### src/rtl/sat_add_pipe.sv
// Two-stage pipelined adder: wrap, full-width saturating, lane-wise saturating and saturating subtract.
// Lower half is added in stage 1; stage 2 finishes the upper half and applies clamping.
module sat_add_pipe #(
  parameter int unsigned WIDTH = 16,
  parameter int unsigned LANE  = 4
) (
  input  logic             clk,
  input  logic             rst,
  input  logic             in_valid,
  output logic             in_ready,
  input  logic [WIDTH-1:0] a,
  input  logic [WIDTH-1:0] b,
  input  logic [1:0]       op,
  input  logic             clr_flags,
  output logic             out_valid,
  input  logic             out_ready,
  output logic [WIDTH-1:0] sum,
  output logic             co,
  output logic             ovf,
  output logic             ovf_sticky
);

  localparam int unsigned HALF  = WIDTH / 2;
  localparam int unsigned NLANE = HALF / LANE;

  localparam logic [1:0] OP_ADD  = 2'b00;
  localparam logic [1:0] OP_SAT  = 2'b01;
  localparam logic [1:0] OP_LANE = 2'b10;
  localparam logic [1:0] OP_SUB  = 2'b11;

  // Lane-wise saturating add over one half; returns {any_clamp, result}.
  function automatic logic [HALF:0] lane_sat(input logic [HALF-1:0] x, input logic [HALF-1:0] y);
    logic [HALF-1:0] r;
    logic            o;
    logic [LANE-1:0] xs;
    logic [LANE-1:0] ys;
    logic [LANE-1:0] s;
    r = '0;
    o = 1'b0;
    for (int unsigned i = 0; i < NLANE; i++) begin
      xs = x[i*LANE +: LANE];
      ys = y[i*LANE +: LANE];
      s  = xs + ys;
      if ((xs[LANE-1] == ys[LANE-1]) && (s[LANE-1] != xs[LANE-1])) begin
        o = 1'b1;
        s = xs[LANE-1] ? {1'b1, {(LANE-1){1'b0}}} : {1'b0, {(LANE-1){1'b1}}};
      end
      r[i*LANE +: LANE] = s;
    end
    return {o, r};
  endfunction

  logic            s1_valid_q,  s1_valid_d;
  logic [HALF-1:0] s1_lo_q,     s1_lo_d;
  logic            s1_cy_q,     s1_cy_d;
  logic            s1_lo_ovf_q, s1_lo_ovf_d;
  logic [HALF-1:0] s1_a_hi_q,   s1_a_hi_d;
  logic [HALF-1:0] s1_b_hi_q,   s1_b_hi_d;
  logic [1:0]      s1_op_q,     s1_op_d;

  logic             out_valid_q,  out_valid_d;
  logic [WIDTH-1:0] sum_q,        sum_d;
  logic             co_q,         co_d;
  logic             ovf_q,        ovf_d;
  logic             ovf_sticky_q, ovf_sticky_d;

  logic             advance_c;
  logic [WIDTH-1:0] b_eff;
  logic             cin;
  logic [HALF:0]    lo_add;
  logic [HALF:0]    lo_lane;
  logic [HALF:0]    hi_add;
  logic [HALF:0]    hi_lane;
  logic             full_ovf;
  logic [WIDTH-1:0] full_sum;
  logic [WIDTH-1:0] sat_val;

  assign advance_c = ~out_valid_q | out_ready;
  assign in_ready  = advance_c;

  // Stage 1: lower-half add (subtract folds in as ~b + 1), carry toward the upper half.
  always_comb begin
    b_eff       = (op == OP_SUB) ? ~b : b;
    cin         = (op == OP_SUB);
    lo_add      = {1'b0, a[HALF-1:0]} + {1'b0, b_eff[HALF-1:0]} + (HALF+1)'(cin);
    lo_lane     = lane_sat(a[HALF-1:0], b[HALF-1:0]);
    s1_valid_d  = s1_valid_q;
    s1_lo_d     = s1_lo_q;
    s1_cy_d     = s1_cy_q;
    s1_lo_ovf_d = s1_lo_ovf_q;
    s1_a_hi_d   = s1_a_hi_q;
    s1_b_hi_d   = s1_b_hi_q;
    s1_op_d     = s1_op_q;
    if (advance_c) begin
      s1_valid_d  = in_valid;
      s1_lo_d     = (op == OP_LANE) ? lo_lane[HALF-1:0] : lo_add[HALF-1:0];
      s1_cy_d     = (op == OP_LANE) ? 1'b0 : lo_add[HALF];
      s1_lo_ovf_d = (op == OP_LANE) & lo_lane[HALF];
      s1_a_hi_d   = a[WIDTH-1:HALF];
      s1_b_hi_d   = b_eff[WIDTH-1:HALF];
      s1_op_d     = op;
    end
  end

  // Stage 2: upper half, saturation select and sticky flag.
  always_comb begin
    hi_add   = {1'b0, s1_a_hi_q} + {1'b0, s1_b_hi_q} + (HALF+1)'(s1_cy_q);
    hi_lane  = lane_sat(s1_a_hi_q, s1_b_hi_q);
    full_ovf = (s1_a_hi_q[HALF-1] == s1_b_hi_q[HALF-1]) && (hi_add[HALF-1] != s1_a_hi_q[HALF-1]);
    full_sum = {hi_add[HALF-1:0], s1_lo_q};
    sat_val  = s1_a_hi_q[HALF-1] ? {1'b1, {(WIDTH-1){1'b0}}} : {1'b0, {(WIDTH-1){1'b1}}};

    out_valid_d  = out_valid_q;
    sum_d        = sum_q;
    co_d         = co_q;
    ovf_d        = ovf_q;
    ovf_sticky_d = ovf_sticky_q;

    if (advance_c) begin
      out_valid_d = s1_valid_q;
      case (s1_op_q)
        OP_ADD: begin
          sum_d = full_sum;
          co_d  = hi_add[HALF];
          ovf_d = full_ovf;
        end
        OP_LANE: begin
          sum_d = {hi_lane[HALF-1:0], s1_lo_q};
          co_d  = 1'b0;
          ovf_d = hi_lane[HALF] | s1_lo_ovf_q;
        end
        OP_SAT, OP_SUB: begin
          sum_d = full_ovf ? sat_val : full_sum;
          co_d  = hi_add[HALF];
          ovf_d = full_ovf;
        end
        default: begin
          sum_d = full_sum;
          co_d  = hi_add[HALF];
          ovf_d = full_ovf;
        end
      endcase
    end

    // A flagged handover wins over a same-cycle clear.
    if (out_valid_q && out_ready && ovf_q) begin
      ovf_sticky_d = 1'b1;
    end else if (clr_flags) begin
      ovf_sticky_d = 1'b0;
    end
  end

  always_ff @(posedge clk or posedge rst) begin
    if (rst) begin
      s1_valid_q   <= 1'b0;
      s1_lo_q      <= '0;
      s1_cy_q      <= 1'b0;
      s1_lo_ovf_q  <= 1'b0;
      s1_a_hi_q    <= '0;
      s1_b_hi_q    <= '0;
      s1_op_q      <= 2'b00;
      out_valid_q  <= 1'b0;
      sum_q        <= '0;
      co_q         <= 1'b0;
      ovf_q        <= 1'b0;
      ovf_sticky_q <= 1'b0;
    end else begin
      s1_valid_q   <= s1_valid_d;
      s1_lo_q      <= s1_lo_d;
      s1_cy_q      <= s1_cy_d;
      s1_lo_ovf_q  <= s1_lo_ovf_d;
      s1_a_hi_q    <= s1_a_hi_d;
      s1_b_hi_q    <= s1_b_hi_d;
      s1_op_q      <= s1_op_d;
      out_valid_q  <= out_valid_d;
      sum_q        <= sum_d;
      co_q         <= co_d;
      ovf_q        <= ovf_d;
      ovf_sticky_q <= ovf_sticky_d;
    end
  end

  assign out_valid  = out_valid_q;
  assign sum        = sum_q;
  assign co         = co_q;
  assign ovf        = ovf_q;
  assign ovf_sticky = ovf_sticky_q;

endmodule

### config.mk
export PLATFORM = sky130hd
export DESIGN_NAME = sat_add_pipe
export DESIGN_NICKNAME = d
export VERILOG_FILES = /design/src/rtl/sat_add_pipe.sv
export SDC_FILE = /design/constraint.sdc
export NUM_CORES = 1
export LEC_CHECK = 0
export BUFFER_PORTS_ARGS = -buffer_cell sky130_fd_sc_hd__buf_2
export CORE_ASPECT_RATIO = 1.5
export CORE_UTILIZATION = 35
export CTS_BUF_LIST = sky130_fd_sc_hd__clkbuf_2 sky130_fd_sc_hd__clkbuf_4 sky130_fd_sc_hd__clkbuf_8
export CTS_CLUSTER_SIZE = 20
export DETAILED_ROUTE_END_ITERATION = 8
export RECOVER_POWER = 100
export SLEW_MARGIN = 20
export SYNTH_ARGS = -nofsm -noshare
export SYNTH_HDL_FRONTEND = slang
export SYNTH_SLANG_ARGS = --single-unit
### constraint.sdc
create_clock -name clk -period 2.9 [get_ports clk]
set_clock_uncertainty 0.2 [all_clocks]
set_input_delay 0.29 -clock clk [delete_from_list [all_inputs] [get_ports clk]]
set_output_delay 0.29 -clock clk [all_outputs]
set_load 0.03 [all_outputs]
## Word level (Yosys, flattened, before mapping)

Cells that the tools add are included.

| storage, ports and cells | value |
|---|---|
| flip-flop bits (word level) | 49 |
| latch bits | 0 |
| memory bits (writable) | 0 |
| bits in read-only memories | 0 |
| bits of input ports | 39 |
| output and inout port bits | 21 |
| memories kept | 0 |

| cells by class | value |
|---|---|
| add/subtract/negate cells | 8 |
| multiply operators | 0 |
| divide/modulo/power cells | 0 |
| order comparisons | 0 |
| eq/ne operators | 14 |
| shift-type cells | 0 |
| multiplexer cells | 22 |
| bitwise gates (word level) | 5 |
| reductions and logical operators | 11 |

Operator list:

| kind | count |
|---|---|
| two-way mux 16 bit | 3 |
| one-hot mux 16 bit (3 select lines) | 1 |
| two-way mux 4 bit | 8 |
| adder 8 x 8 -> 9 bit | 2 |
| adder 9 x 1 -> 9 bit | 2 |
| adder 4 bit | 4 |
| inverter 16 bit | 1 |
| equality test 2 bit (second input constant) | 4 |
| two-way mux 8 bit | 1 |
| logical AND 1 bit | 7 |
| two-way mux 1 bit | 7 |
| inequality test 1 bit | 5 |
| equality test 1 bit | 4 |
| one-hot mux 1 bit (2 select lines) | 2 |
| OR reduction 3 bit | 1 |
| equality test 2 x 1 -> 1 bit (second input constant) | 1 |
| zero test 2 bit | 1 |
| bitwise OR 1 bit | 2 |
| nonzero test 2 bit | 1 |
| OR reduction 2 bit | 1 |
| bitwise AND 1 bit | 1 |
| inverter 1 bit | 1 |

## Longest topological paths before layout

Gate-level depths: netlist of run 1.

| depth | value |
|---|---|
| depth after elaboration | 7 |
| gate-level depth with buffers | 9 |
| mapped depth without buffers | 9 |

## Least setup slack after synthesis of run 1

No wires, ideal clock.

| timing path | value |
|---|---|
| kind | input to register |
| start point | in op[0] |
| end point | reg s1_lo_q[6] |
| setup time | 116 ps |
| arrival | 2245 ps |
| data required time | 2584 ps |
| slack | 339 ps |
| cell stages on the path | 9 |
| buffers on the path | 1 |
| cells stage by stage | nand2_1 > buf_2 > xnor2_1 > fa_1 > a211oi_1 > o21bai_1 > a21oi_1 > xor2_1 > o311ai_0 |

| between the ends | value |
|---|---|
| longest elaborated chain between the ends | 5 |

RTL lines:

| item | line | text |
|---|---|---|
| start, declared | 13 | `input logic [1:0] op,` |
| equality test 2 bit | 83, 84 |  |
| two-way mux 16 bit | 83 | `b_eff = (op == OP_SUB) ? ~b : b;` |
| adder 8 x 8 -> 9 bit | 85 | `lo_add = {1'b0, a[HALF-1:0]} + {1'b0, b_eff[HALF-1:0]} + (HALF+1)'(cin);` |
| adder 9 x 1 -> 9 bit | 85 |  |
| two-way mux 8 bit (*) | 96 | `s1_lo_d = (op == OP_LANE) ? lo_lane[HALF-1:0] : lo_add[HALF-1:0];` |
| end signal, assigned | 169 | `s1_lo_q <= s1_lo_d;` |
| end, declared | 54 | `logic [HALF-1:0] s1_lo_q, s1_lo_d;` |

Mark *: on every way between the ends. The rest lies on a longest branch, timed or not.
A chain may end at the register's enable or synchronous reset.

## Worst setup path in the final report of run 1

| timing path | value |
|---|---|
| start point | reg out_valid_q (netlist: out_valid) |
| end point | out in_ready |

| between the ends | value |
|---|---|
| longest elaborated chain between the ends | 2 |

RTL lines:

| item | line | text |
|---|---|---|
| start, declared | 61 | `logic out_valid_q, out_valid_d;` |
| start signal, assigned | 175 | `out_valid_q <= out_valid_d;` |
| inverter 1 bit | 78 | `assign advance_c = ~out_valid_q \| out_ready;` |
| bitwise OR 1 bit | 78 |  |
| end, declared | 10 | `output logic in_ready,` |

No other way between the ends.

==> results by stage, run 1 <==
STA:
- The worst slew margin relative to its limit is 31.79%.
- The final critical-path setup slack is 279.0 ps.
- Setup violations remaining at the end of the flow were counted as 0.
- Setup repair after global routing left no endpoint under its margin.
- The transition time of the tightest slew-check pin is 1023 ps.
- The final period utilization is 90.38%.
- The sum of negative setup slack is 0 ps.
- The final number of max-transition violations is 0.
- The clock period minus final worst setup slack is 2621 ps.
- The count of final hold-check violations is 0.
- The achievable clock frequency is 381.5 MHz.

Placed design:
- The count of buffers added on input and output ports is 59.
- The congestion estimate from routability-driven global placement came to 0.8828.
- At the placement stage, the worst setup path has a slack of 332.6 ps.
- After legalization and detailed placement, the total HPWL measured 7751 um.

Floorplanning:
- The area of the die is 10780 sq um.
- The count of pins on the block boundary is 60.
- The overall die height is 126.7 um.
- The count of standard-cell rows is 45.
- From left edge to right edge, the die measures 85.12 um.
- The starting utilization of the core area is 35.99%.
- The region available for standard cell placement spans 10080 sq um.

Worst setup path:
- Along the worst path, the maximum fanout reaches 21.
- Walking the worst path, the cells encountered are nor2b_1 -> inv_1 -> buf_4 -> clkbuf_1.
- The delay of the slowest cell on the worst path is 550 ps.
- The critical path class is reg -> out.
- Broken down by cell family, the worst path's largest delay share belongs to buffers and inverters.
- For the worst setup path, the data required time is 2410 ps.
- The worst setup path is launched from a flip-flop.
- The buffers plus inverters on the worst setup path is 3.
- At the worst endpoint, the arrival time is 2130 ps.
- The number of cells on the worst reg-to-reg path is 6.
- The slowest stage of the critical path is the sky130_fd_sc_hd__inv_1 cell.
- In this run the number of cells on the critical path is 4.
- The kind of end point of the critical path is an output port.

Synth:
- Averaged over all synthesized cells, the footprint is 8.783 sq um.
- The total number of yosys warnings is 0.
- The number of flops mapped to enable cells by yosys is 0.
- The dominant register cell in the synthesized netlist is sky130_fd_sc_hd__dfrtp_1.
- The total nets after synthesis is 480.
- The number of flip-flops and latches in the synthesized netlist is 49.
- Sequential cells were found to cover 33.80% of the synthesized design area.
- The area of the mapped netlist is 3627 sq um.
- The count of mapped cells out of synthesis is 413.
- After synthesis, the netlist uses 58 different library cells.
- The fraction of registers with async set/reset is 100.0%.

Global routing:
- The number of antenna violations at the first check in global routing is 0.
- The remaining global-route overflow is 0.
- Global routing used 21.94% of the available met1 tracks.
- The via count of the first global-routing pass is 3271.
- The maximum number of pins on one net before global-route repair is 56.
- The met2 track demand over resource in global routing is 36.29%.
- In this run the most used layer during global routing was met2.
- The global routing usage summed across all routing layers is 19.48%.
- The first-pass GRT wire length is 16330 um.
- For this run, global-route usage on met3 was measured as 1.887%.

Routing:
- Once detail routing completed, the nets flagged for antenna violations numbered 0.
- The final route contains 3285 vias.
- The total detailed-routing wirelength is 9861 um.
- The detailed-route DRC error count is 0.
- Using the TritonRoute via totals, the vias-per-cell ratio works out to 5.540.
- The pre-antenna-repair detailed-routing pass consisted of 4 iterations.
- The violation count after the first detailed-routing iteration is 233.
- In the final routed layout, each cell accounts on average for 16.63 um.

Clock tree:
- The count of cells resized by post-cts repair is 0.
- The number of buffers inserted during clock tree synthesis is 5.
- After clock tree synthesis, the clock-pin slew on the worst setup and hold paths is 100 ps.
- In this run the number of H-tree levels came out at 2.
- At the later pin of the worst-skew pair, clock insertion delay measures 320 ps.
- TritonCTS built the clock tree.
- Clock tree synthesis found a total of 49 sinks.
- The clock root buffer is sky130_fd_sc_hd__clkbuf_8.
- The clock passes through at most 2 buffers.

Worst hold path:
- Counting instances, the worst hold path has a depth of 3.
- The class of the tightest hold or removal check is in -> reg.

Cells and area:
- Measured on the finished design, the core utilization comes to 41.23%.
- The most common library cell in the layout ignoring fill and taps is sky130_fd_sc_hd__nand2_1.
- The post-synthesis to final-layout area growth is 14.56%.
- The count of fill cells added during filler insertion is 1028.
- In the layout the commonest cells are sky130_fd_sc_hd__nand2_1, sky130_fd_sc_hd__dfrtp_1, sky130_fd_sc_hd__o21ai_0, sky130_fd_sc_hd__buf_2, sky130_fd_sc_hd__inv_1.
- The area used by multi-input combinational logic is 2181 sq um.
- In the final design database the tool counted 542 nets.
- The area occupied by registers is 1226 sq um.
- The antenna cell count is 0.
- The proportion of layout cells with a drive suffix above 1 is 13.03%.

Run status:
- The run finished with clean final reports.

Pwr:
- Summing internal, switching and leakage power gives 2.876 mW.
- The analysis attributes to cell leakage a power of 1.802 nW.
- The power density relative to cell area is 692.2 nW/um^2.
- The maximum VDD drop is 0.2421 mV.

Run:
- The max-capacitance violation count is 0.
power breakdown:
part / switching [mW] / internal (mW) / leakage [nW] / total, mW
Combinational: 0.934 / 0.505 / 1.17 / 1.44
Clock: 0.265 / 0.172 / 0.0445 / 0.438
Sequential: 0.136 / 0.865 / 0.585 / 1.00
Total: 1.34 / 1.54 / 1.80 / 2.88
flip-flops by register name, summed over array words and instances, names as in the netlist:
name,cells
s1_valid_q,1
co,1
s1_lo_ovf_q,1
s1_op_q,2
sum,16
s1_a_hi_q,8
out_valid,1
s1_cy_q,1
s1_lo_q,8
ovf,1
ovf_sticky,1
s1_b_hi_q,8
synthesized netlist by cell type (2+ instances only):
cell / instances / share of area, %
sky130_fd_sc_hd__fa_1: 7 / 3.9
sky130_fd_sc_hd__o21ai_0: 37 / 5.1
sky130_fd_sc_hd__xnor2_1: 13 / 3.1
sky130_fd_sc_hd__nand2b_1: 5 / 0.86
sky130_fd_sc_hd__inv_1: 25 / 2.6
sky130_fd_sc_hd__o21ba_2: 2 / 0.55
sky130_fd_sc_hd__nor2_1: 24 / 2.5
sky130_fd_sc_hd__o311ai_0: 2 / 0.48
sky130_fd_sc_hd__a31oi_1: 7 / 1.2
sky130_fd_sc_hd__o221ai_1: 4 / 0.97
sky130_fd_sc_hd__nand3_1: 5 / 0.69
sky130_fd_sc_hd__a22o_1: 2 / 0.48
sky130_fd_sc_hd__nor2b_1: 6 / 1.0
sky130_fd_sc_hd__o21a_1: 6 / 1.2
sky130_fd_sc_hd__ha_1: 21 / 7.2
sky130_fd_sc_hd__clkbuf_1: 7 / 0.72
sky130_fd_sc_hd__dfrtp_1: 49 / 34
sky130_fd_sc_hd__buf_1: 3 / 0.31
sky130_fd_sc_hd__o31a_1: 3 / 0.72
sky130_fd_sc_hd__buf_2: 7 / 0.97
sky130_fd_sc_hd__buf_4: 2 / 0.41
sky130_fd_sc_hd__or2_1: 2 / 0.34
sky130_fd_sc_hd__nand2_1: 67 / 6.9
sky130_fd_sc_hd__o22ai_1: 14 / 2.4
sky130_fd_sc_hd__a21oi_1: 18 / 2.5
sky130_fd_sc_hd__and3_1: 4 / 0.69
sky130_fd_sc_hd__o211ai_1: 5 / 1.0
sky130_fd_sc_hd__o211a_1: 2 / 0.55
sky130_fd_sc_hd__a21o_1: 3 / 0.62
sky130_fd_sc_hd__a211oi_1: 8 / 1.7
sky130_fd_sc_hd__xor2_1: 15 / 3.6
sky130_fd_sc_hd__o21bai_1: 5 / 1.0
sky130_fd_sc_hd__nor3_1: 6 / 0.83
sky130_fd_sc_hd__buf_6: 2 / 0.62
sky130_fd_sc_hd__nand4_1: 2 / 0.34
worst min-delay path, stage by stage:
cell and delay, ps:
sky130_fd_sc_hd__buf_2 90, sky130_fd_sc_hd__nand3_1 60, sky130_fd_sc_hd__o21ai_0 70
timing repair:
action,4_1_cts,5_1_grt
setup buffers,0,0
endpoints found under the hold margin,26,0
hold buffers,11,0
logic make-up after synthesis:
logic type / synth area share, %
AND/OR/NAND/NOR: 15.04
flip-flops: 33.80
adder cells (fa/ha/maj): 11.38
AO/OA/AOI/OAI: 26.80
XOR/XNOR: 6.761
buffers and inverters: 5.622
multiplexers: 0.5864
worst paths after layout:
kind                                          startpoint                     end  slack, ps
worst max-delay path               out_valid$_DFFE_PP0P_                in_ready        280
worst min register to register    s1_valid_q$_DFFE_PP0P_  s1_valid_q$_DFFE_PP0P_        270
min in group asynchronous                            rst     sum[14]$_DFFE_PP0P_        420
max in group asynchronous                            rst      sum[7]$_DFFE_PP0P_        840
worst max register to register  s1_a_hi_q[1]$_DFFE_PP0P_     sum[10]$_DFFE_PP0P_        320
worst min-delay path                           out_ready  ovf_sticky$_DFFE_PP0P_         40
layout make-up:
class	count	share of cell area, %
Sequential cell	49	29.51
Inverter	25	2.258
Clock buffer	5	1.656
Multi-Input combinational cell	318	52.48
Timing Repair Buffer	76	10.06
Clock inverter	3	0.5119
Tap cell	117	3.523
metrics by stage:
stage          cell area [sq um]  hold WS, ps  cells
5_1_grt                     4155        32.49    593
6_report                    4155        35.19    593
4_1_cts                     4212        39.60    593
3_5_place_dp                4011        104.9    574
3_3_place_gp                4011        90.30    574
2_1_floorplan               3627        197.3    413
per-layer routing:
layer  routed length, um  vias up
li1                    -     1591
met1                3788     1591
met2                5381       86
met3                 313       17
met4                 379        0
met5                   0        -
No activity file was read; power rests on OpenSTA's default activity.
==> inputs of run 2 (changes only) <==
--- a/config.mk
+++ b/config.mk
@@ -7,7 +7,7 @@
 export LEC_CHECK = 0
 export BUFFER_PORTS_ARGS = -buffer_cell sky130_fd_sc_hd__buf_2
 export CORE_ASPECT_RATIO = 1.5
-export CORE_UTILIZATION = 35
+export CORE_UTILIZATION = 38
 export CTS_BUF_LIST = sky130_fd_sc_hd__clkbuf_2 sky130_fd_sc_hd__clkbuf_4 sky130_fd_sc_hd__clkbuf_8
 export CTS_CLUSTER_SIZE = 20
 export DETAILED_ROUTE_END_ITERATION = 8
==> run 2 against run 1 <==
  * Cell count fell by 0.34%
  * Fmax grew 0.73%
  * Cell area grew 0.84%
  * Clock power increased by 18%
  * Critical endpoint is now sum[9]$_DFFE_PP0P_
  * Wire length is 5.0% lower
==> results by stage, run 2 (synthesized netlist as in run 1, its figures left out) <==
Run status:
- The flow ran to the end, and the final reports show no timing, DRC or antenna violations.

Placed design:
- The total placed cells including tap cells is 573 (-0.17%).
- The count of input and output buffers is 59 (unchanged).
- The weighted congestion at the end of routability-driven global placement was 0.8713 (-1.3%).
- The final HPWL from detailed placement is 7221 um (-6.8%).

Pwr:
- The relative contribution of combinational cells to total power is 48.6% (-1.4 points).
- The maximum VDD drop is 0.2865 mV (+18%).
- The share of total power in sequential cells is 33.8% (-1.0 points).
- The clock share of power came to 17.6% (+2.4 points).
- The total chip power is 2.943 mW (+2.3%).
- The power density relative to cell area is 702.3 nW/um^2 (+1.5%).
- The switching fraction of total power is 43.90% (-2.5 points).
- The net switching power is 1.292 mW (-3.2%).
- The standby leakage power is 1.830 nW (+1.5%).
- The internal cell power is 1.651 mW (+7.1%).

Clock tree:
- The clock latency of the later-clocked register in the worst-skew pair is 320 ps (about the same).
- The post-CTS clock slew at the launch and capture registers of the worst setup and hold paths is 100 ps (about the same).
- The clock root buffer is sky130_fd_sc_hd__clkbuf_8.
- The worst-case clock buffer depth is 2 (unchanged).
- The count of cells resized by post-cts repair is 0 (unchanged).
- The number of buffers inserted during clock tree synthesis was 5 (unchanged).
- TritonCTS built the clock tree.
- The hold buffer count at CTS came to 10 (-1).
- The deepest level of the CTS H-tree came to 2 (unchanged).
- The post-CTS setup buffer count was 0 (unchanged).
- The number of clock sinks is 49 (unchanged).

STA:
- The sum of negative setup slack was 0 ps (unchanged).
- The final period utilization is 89.72% (-0.65 points).
- The transition time of the tightest slew-check pin is 1210 ps (+186.9 ps).
- The count of final hold-check violations is 0 (unchanged).
- The achievable clock frequency is 384.3 MHz (+0.73%).
- The final setup violation count is 0 (unchanged).
- The final number of max-transition violations came to 0 (unchanged).
- The clock period minus final worst setup slack is 2602 ps (-18.93 ps).
- Setup repair after global routing left no endpoint under its margin.
- The smallest hold slack came to 5.604 ps (-29.59 ps).
- The worst slew margin relative to its limit is 19.33% (-12 points).

Cells and area:
- The antenna cell count is 0 (unchanged).
- The proportion of layout cells with a drive suffix above 1 is 13.78% (+0.75 points).
- The count of fill cells added during filler insertion came to 933 (-9.2%).
- The number of flip-flops in the largest register is 16 (unchanged).
- From synthesis to final layout, the design area changed by 15.52%.
- The net count reported at finish came to 545 (+0.55%).
- The most common library cell in the layout ignoring fill and taps is sky130_fd_sc_hd__nand2_1.
- The utilization after layout is 45.28% (+4.1 points).
- In the layout the commonest cells are sky130_fd_sc_hd__nand2_1, sky130_fd_sc_hd__dfrtp_1, sky130_fd_sc_hd__o21ai_0, sky130_fd_sc_hd__buf_2, sky130_fd_sc_hd__inv_1.
- The final instance count without filler cells is 591 (-0.34%).

Global routing:
- The remaining global-route overflow is 0 (unchanged).
- The via count of the first global-routing pass was 3342 (+2.2%).
- The maximum number of pins on one net before global-route repair is 56 (unchanged).
- The first-pass GRT wire length came to 15840 um (-3.0%).
- The number of antenna violations at the first check in global routing is 0 (unchanged).
- The global routing usage summed across all routing layers is 20.87% (+1.4 points).

Routing:
- The via density per instance was 5.496 (-0.79%).
- The remaining number of nets flagged by the antenna check after routing is 0 (unchanged).
- The number of iterations in the first detailed-routing pass is 4 (unchanged).
- The final routed wire length divided by cell count was 15.85 um (-4.7%).
- The detailed-route DRC error count came to 0 (unchanged).
- The violation count after the first detailed-routing iteration is 206 (-12%).
- The total number of vias is 3248 (-1.1%).
- The total detailed-routing wirelength is 9369 um (-5.0%).

Worst setup path:
- The endpoint arrival time on the critical path is 2650 ps (+520 ps).
- The data required time of the critical path is 2950 ps (+540 ps).
- The critical path class is reg -> reg.
- The kind of end point of the critical path is a flip-flop.
- Traced cell by cell, the critical path runs through inv_1 -> fa_1 -> nor2b_1 -> o31ai_2 -> a21oi_2 -> buf_4 -> o221ai_1 -> a21oi_1.
- The worst-path maximum fanout is 8 (-62%).
- The sort of element at the start of the critical path is a flip-flop.
- The critical path's slowest cell is sky130_fd_sc_hd__fa_1.
- The delay of the slowest cell on the worst path is 450 ps (-100 ps).

Floorplanning:
- The x dimension of the die is 81.77 um (-3.9%).
- The overall die height is 121.7 um (-4.0%).
- The starting utilization of the core area is 39.20% (+3.2 points).
- The count of standard-cell rows is 43 (-4.4%).
- The count of pins on the block boundary is 60 (unchanged).
- The area of the die was 9948 sq um (-7.7%).
- The area of the placeable core was 9254 sq um (-8.2%).

Worst hold path:
- The class of the tightest hold or removal check is in -> reg.

Run:
- The max-capacitance violation count is 0 (unchanged).
[run 2: cell count changes in the layout (fill, tap and decap cells not counted), sizes merged]
cell	before	now
clkbuf	29	31
clkinvlp	1	0
dlygate4sd3	11	10
bufinv	0	1
inv	26	25
buf	41	44
[run 2: per-layer routing]
layer	vias up	GRT usage, %	routed length, um
li1	1592	-	-
met1	1552	23.42	3586
met2	79	37.19	5114
met3	25	2.772	289
met4	0	10.96	378
met5	-	0	0
[run 2: per-stage QoR]
stage,worst slack [ps],cell area (sq um)
global route,89.88,4190
floorplan,339.4,3627
detailed placement,319.1,4035
CTS,346.8,4250
finish,298.0,4190
global placement,406.4,4035
[run 2: layout make-up]
type / count / area [sq um] / area share (%)
Tap cell: 112 / 140.1 / 3.344
Timing Repair Buffer: 79 / 434.2 / 10.36
Clock buffer: 6 / 76.32 / 1.821
Multi-Input combinational cell: 318 / 2181 / 52.05
Sequential cell: 49 / 1226 / 29.26
Inverter: 25 / 93.84 / 2.239
Clock inverter: 2 / 38.79 / 0.9256
[run 2: power by group through the flow]
| stage | Clock, mW | Sequential [mW] | Combinational, mW |
|---|---|---|---|
| floorplan | 0 | 1.19 | 0.894 |
| global placement | 0 | 1.00 | 1.45 |
| detailed placement | 0 | 1.01 | 1.47 |
| CTS | 0.528 | 0.995 | 1.49 |
| global route | 0.551 | 1.02 | 1.59 |
| finish | 0.517 | 0.995 | 1.43 |
[run 2: path summary, 6_finish.rpt]
path	slack [ps]	from	cells after the start	endpoint
min in group asynchronous	700	rst	4	s1_a_hi_q[1]$_DFFE_PP0P_
hold reg to reg	270	s1_valid_q$_DFFE_PP0P_	2	s1_valid_q$_DFFE_PP0P_
hold / removal	6	a[8]	3	s1_a_hi_q[0]$_DFFE_PP0P_
max in group asynchronous	1060	rst	4	s1_a_hi_q[5]$_DFFE_PP0P_
setup reg to reg	300	s1_cy_q$_DFFE_PP0P_	8	sum[9]$_DFFE_PP0P_
setup / recovery	300	s1_cy_q$_DFFE_PP0P_	8	sum[9]$_DFFE_PP0P_
[run 2: worst max-delay path, delay by kind of cell (launching register included)]
family | cells | cell delay [ps]
buffers and inverters | 2 | 320
and+or+nand+nor | 1 | 280
DFF | 1 | 370
adders and majority gates | 1 | 450
AOI/OAI and AO/OA | 4 | 920
==> inputs of run 3 (changes only) <==
--- a/config.mk
+++ b/config.mk
@@ -6,7 +6,7 @@
 export NUM_CORES = 1
 export LEC_CHECK = 0
 export BUFFER_PORTS_ARGS = -buffer_cell sky130_fd_sc_hd__buf_2
-export CORE_ASPECT_RATIO = 1.5
+export CORE_ASPECT_RATIO = 0.5
 export CORE_UTILIZATION = 38
 export CTS_BUF_LIST = sky130_fd_sc_hd__clkbuf_2 sky130_fd_sc_hd__clkbuf_4 sky130_fd_sc_hd__clkbuf_8
 export CTS_CLUSTER_SIZE = 20
==> run 3 against run 2 <==
  * Sequential share of layout area is 0.23 points lower
  * Total power decreased by 0.17%
  * Worst setup slack improved by 17 ps
  * Utilization up 1.8 points
  * First-iteration DRC count down 27%
==> results by stage, run 3 (synthesized netlist as in run 1, its figures left out) <==
Routing:
- The via density per instance was 5.202 (-5.3%).
- The number of iterations in the first detailed-routing pass is 4 (unchanged).
- The total number of vias is 3116 (-4.1%).
- The detailed-route DRC error count is 0 (unchanged).
- The total detailed-routing wirelength is 8989 um (-4.1%).
- The final routed wire length divided by cell count is 15.01 um (-5.3%).
- The violation count after the first detailed-routing iteration was 151 (-27%).
- The remaining number of nets flagged by the antenna check after routing is 0 (unchanged).

Worst setup path:
- The reg-to-reg setup timing slack came to 320 ps (+20 ps).
- The startpoint identified for the worst register-to-register timing path is s1_a_hi_q[1]$_DFFE_PP0P_.
- The worst setup path is captured at a flip-flop.
- The worst setup path is launched from a flip-flop.
- The delay of the slowest cell on the worst path is 570 ps (+120 ps).
- The dominant delay contributor by cell family on the critical path is compound AO/OA/AOI/OAI gates.
- The destination of the worst register-to-register timing path is ovf$_DFFE_PP0P_.
- Among all stages on the critical path, the largest delay is contributed by sky130_fd_sc_hd__o31ai_2.
- Traced cell by cell, the critical path runs through ha_1 -> nor2b_1 -> o31ai_2 -> a21oi_4 -> mux2_2 -> o311ai_0.
- The worst-case reg-to-reg path depth was 6 (-2).
- The data required time of the critical path is 2840 ps (-110 ps).
- The endpoint arrival time on the critical path came to 2530 ps (-120 ps).
- The buffers plus inverters on the worst setup path came to 0 (-2).
- The worst-path maximum fanout is 15 (+7).
- The critical path class is reg -> reg.

Worst hold path:
- In this run the most critical hold path is launched from op[0].
- The worst hold path belongs to the class in -> reg.
- The worst hold path terminates at s1_op_q[0]$_DFFE_PP0P_.
- The worst hold path cell count was 3 (unchanged).

Clock tree:
- The worst-case clock buffer depth is 2 (unchanged).
- The deepest level of the CTS H-tree is 2 (unchanged).
- The number of buffers inserted during clock tree synthesis came to 5 (unchanged).
- TritonCTS built the clock tree.
- The hold buffer count at CTS came to 11 (+1).
- The count of cells resized by post-cts repair is 0 (unchanged).
- The post-CTS clock slew at the launch and capture registers of the worst setup and hold paths was 100 ps (about the same).
- The post-CTS setup buffer count is 0 (unchanged).
- The clock latency of the later-clocked register in the worst-skew pair is 310 ps (about the same).
- The number of clock sinks is 49 (unchanged).
- The clock root buffer is sky130_fd_sc_hd__clkbuf_8.

Run status:
- The flow ran to the end, and the final reports show no timing, DRC or antenna violations.

Pwr:
- The total chip power is 2.938 mW (-0.17%).
- The power density relative to cell area came to 695.7 nW/um^2 (-0.94%).
- The standby leakage power is 1.841 nW (+0.61%).
- The maximum VDD drop is 0.2320 mV (-19%).

STA:
- The clock period minus final worst setup slack is 2585 ps (-17.02 ps).
- Setup repair after global routing left no endpoint under its margin.
- The worst slew margin relative to its limit was 34.01% (+15 points).
- The final number of max-transition violations is 0 (unchanged).
- The final period utilization is 89.14% (-0.59 points).
- The sum of negative setup slack is 0 ps (unchanged).
- The final setup violation count is 0 (unchanged).
- The smallest hold slack is 41.85 ps (+36.25 ps).
- The transition time of the tightest slew-check pin was 989.9 ps (-220.2 ps).
- The achievable clock frequency is 386.8 MHz (+0.66%).
- The count of final hold-check violations was 0 (unchanged).

Global routing:
- The global routing usage summed across all routing layers is 19.54% (-1.3 points).
- The first-pass GRT wire length is 15410 um (-2.7%).
- The number of antenna violations at the first check in global routing is 0 (unchanged).
- The via count of the first global-routing pass came to 3099 (-7.3%).
- The maximum number of pins on one net before global-route repair came to 56 (unchanged).
- The remaining global-route overflow is 0 (unchanged).

Floorplanning:
- The overall die height is 71.09 um (-42%).
- The starting utilization of the core area was 40.40% (+1.2 points).
- The x dimension of the die is 140.2 um (+71%).
- The count of standard-cell rows is 24 (-44%).
- The count of pins on the block boundary was 60 (unchanged).
- The area of the placeable core is 8979 sq um (-3.0%).
- The area of the die is 9964 sq um (+0.16%).

Cells and area:
- The net count reported at finish is 548 (+0.55%).
- The area used by multi-input combinational logic came to 2181 sq um (unchanged).
- The most common library cell in the layout ignoring fill and taps is sky130_fd_sc_hd__nand2_1.
- The antenna cell count was 0 (unchanged).
- The area occupied by registers is 1226 sq um (unchanged).
- The proportion of layout cells with a drive suffix above 1 was 13.90% (+0.12 points).
- The area growth from synthesis to layout is 16.42%.
- The number of flip-flops in the largest register is 16 (unchanged).
- The final instance count without filler cells is 599 (+1.4%).
- The count of fill cells added during filler insertion is 884 (-5.3%).
- The utilization after layout is 47.03% (+1.8 points).
- Leaving out fill and tap cells, the most frequent cells in the layout are sky130_fd_sc_hd__nand2_1, sky130_fd_sc_hd__dfrtp_1, sky130_fd_sc_hd__o21ai_0.

Run:
- The max-capacitance violation count came to 0 (unchanged).

Placed design:
- The weighted congestion at the end of routability-driven global placement is 0.8836 (+1.4%).
- The count of input and output buffers is 59 (unchanged).
- The total placed cells including tap cells is 580 (+1.2%).
- The final HPWL from detailed placement is 6881 um (-4.7%).
[run 3: report_power, final]
part | internal, mW | total [mW] | leakage [nW] | switching (mW)
logic | 0.512 | 1.42 | 1.20 | 0.911
clock network | 0.264 | 0.522 | 0.0591 | 0.259
registers | 0.864 | 0.992 | 0.585 | 0.128
[run 3: final cells by class]
cell class	instances	share of cell area, %
repair buffers	82	10.87
clock inverters	3	1.126
well taps	117	3.467
multi-input cells	318	51.64
flip-flops and latches	49	29.04
inverters	25	2.222
clock buffers	5	1.630
[run 3: worst max path at each step]
stage                             end  slack [ps]                     start  depth (start not counted)
2_1_floorplan  s1_lo_q[6]$_DFFE_PP0P_         340                     op[0]                          9
3_3_place_gp   s1_lo_q[6]$_DFFE_PP0P_         430                     op[1]                          9
3_5_place_dp      s1_cy_q$_DFFE_PP0P_         380                     op[1]                          9
4_1_cts               ovf$_DFFE_PP0P_         400       s1_cy_q$_DFFE_PP0P_                          7
5_1_grt               ovf$_DFFE_PP0P_         160       s1_cy_q$_DFFE_PP0P_                          7
6_report              ovf$_DFFE_PP0P_         320  s1_a_hi_q[1]$_DFFE_PP0P_                          6
[run 3: routing by layer]
layer	routed length (um)	up-vias	global-route usage, %
met5	0	-	0
met4	140	0	6.105
met3	379	13	2.776
met2	3782	75	30.22
met1	4687	1430	28.33
li1	-	1598	-
[run 3: worst min-delay path: stages]
cell                      delay, ps
sky130_fd_sc_hd__buf_2          130
sky130_fd_sc_hd__nand2_1         60
sky130_fd_sc_hd__nand2_1         40
[run 3: stage by stage]
| stage | instance area [sq um] | setup WS (ps) |
|---|---|---|
| finish | 4223 | 315.0 |
| detailed placement | 4056 | 377.3 |
| global placement | 4056 | 434.8 |
| floorplan | 3627 | 339.4 |
| global route | 4223 | 160.9 |
| CTS | 4283 | 395.2 |
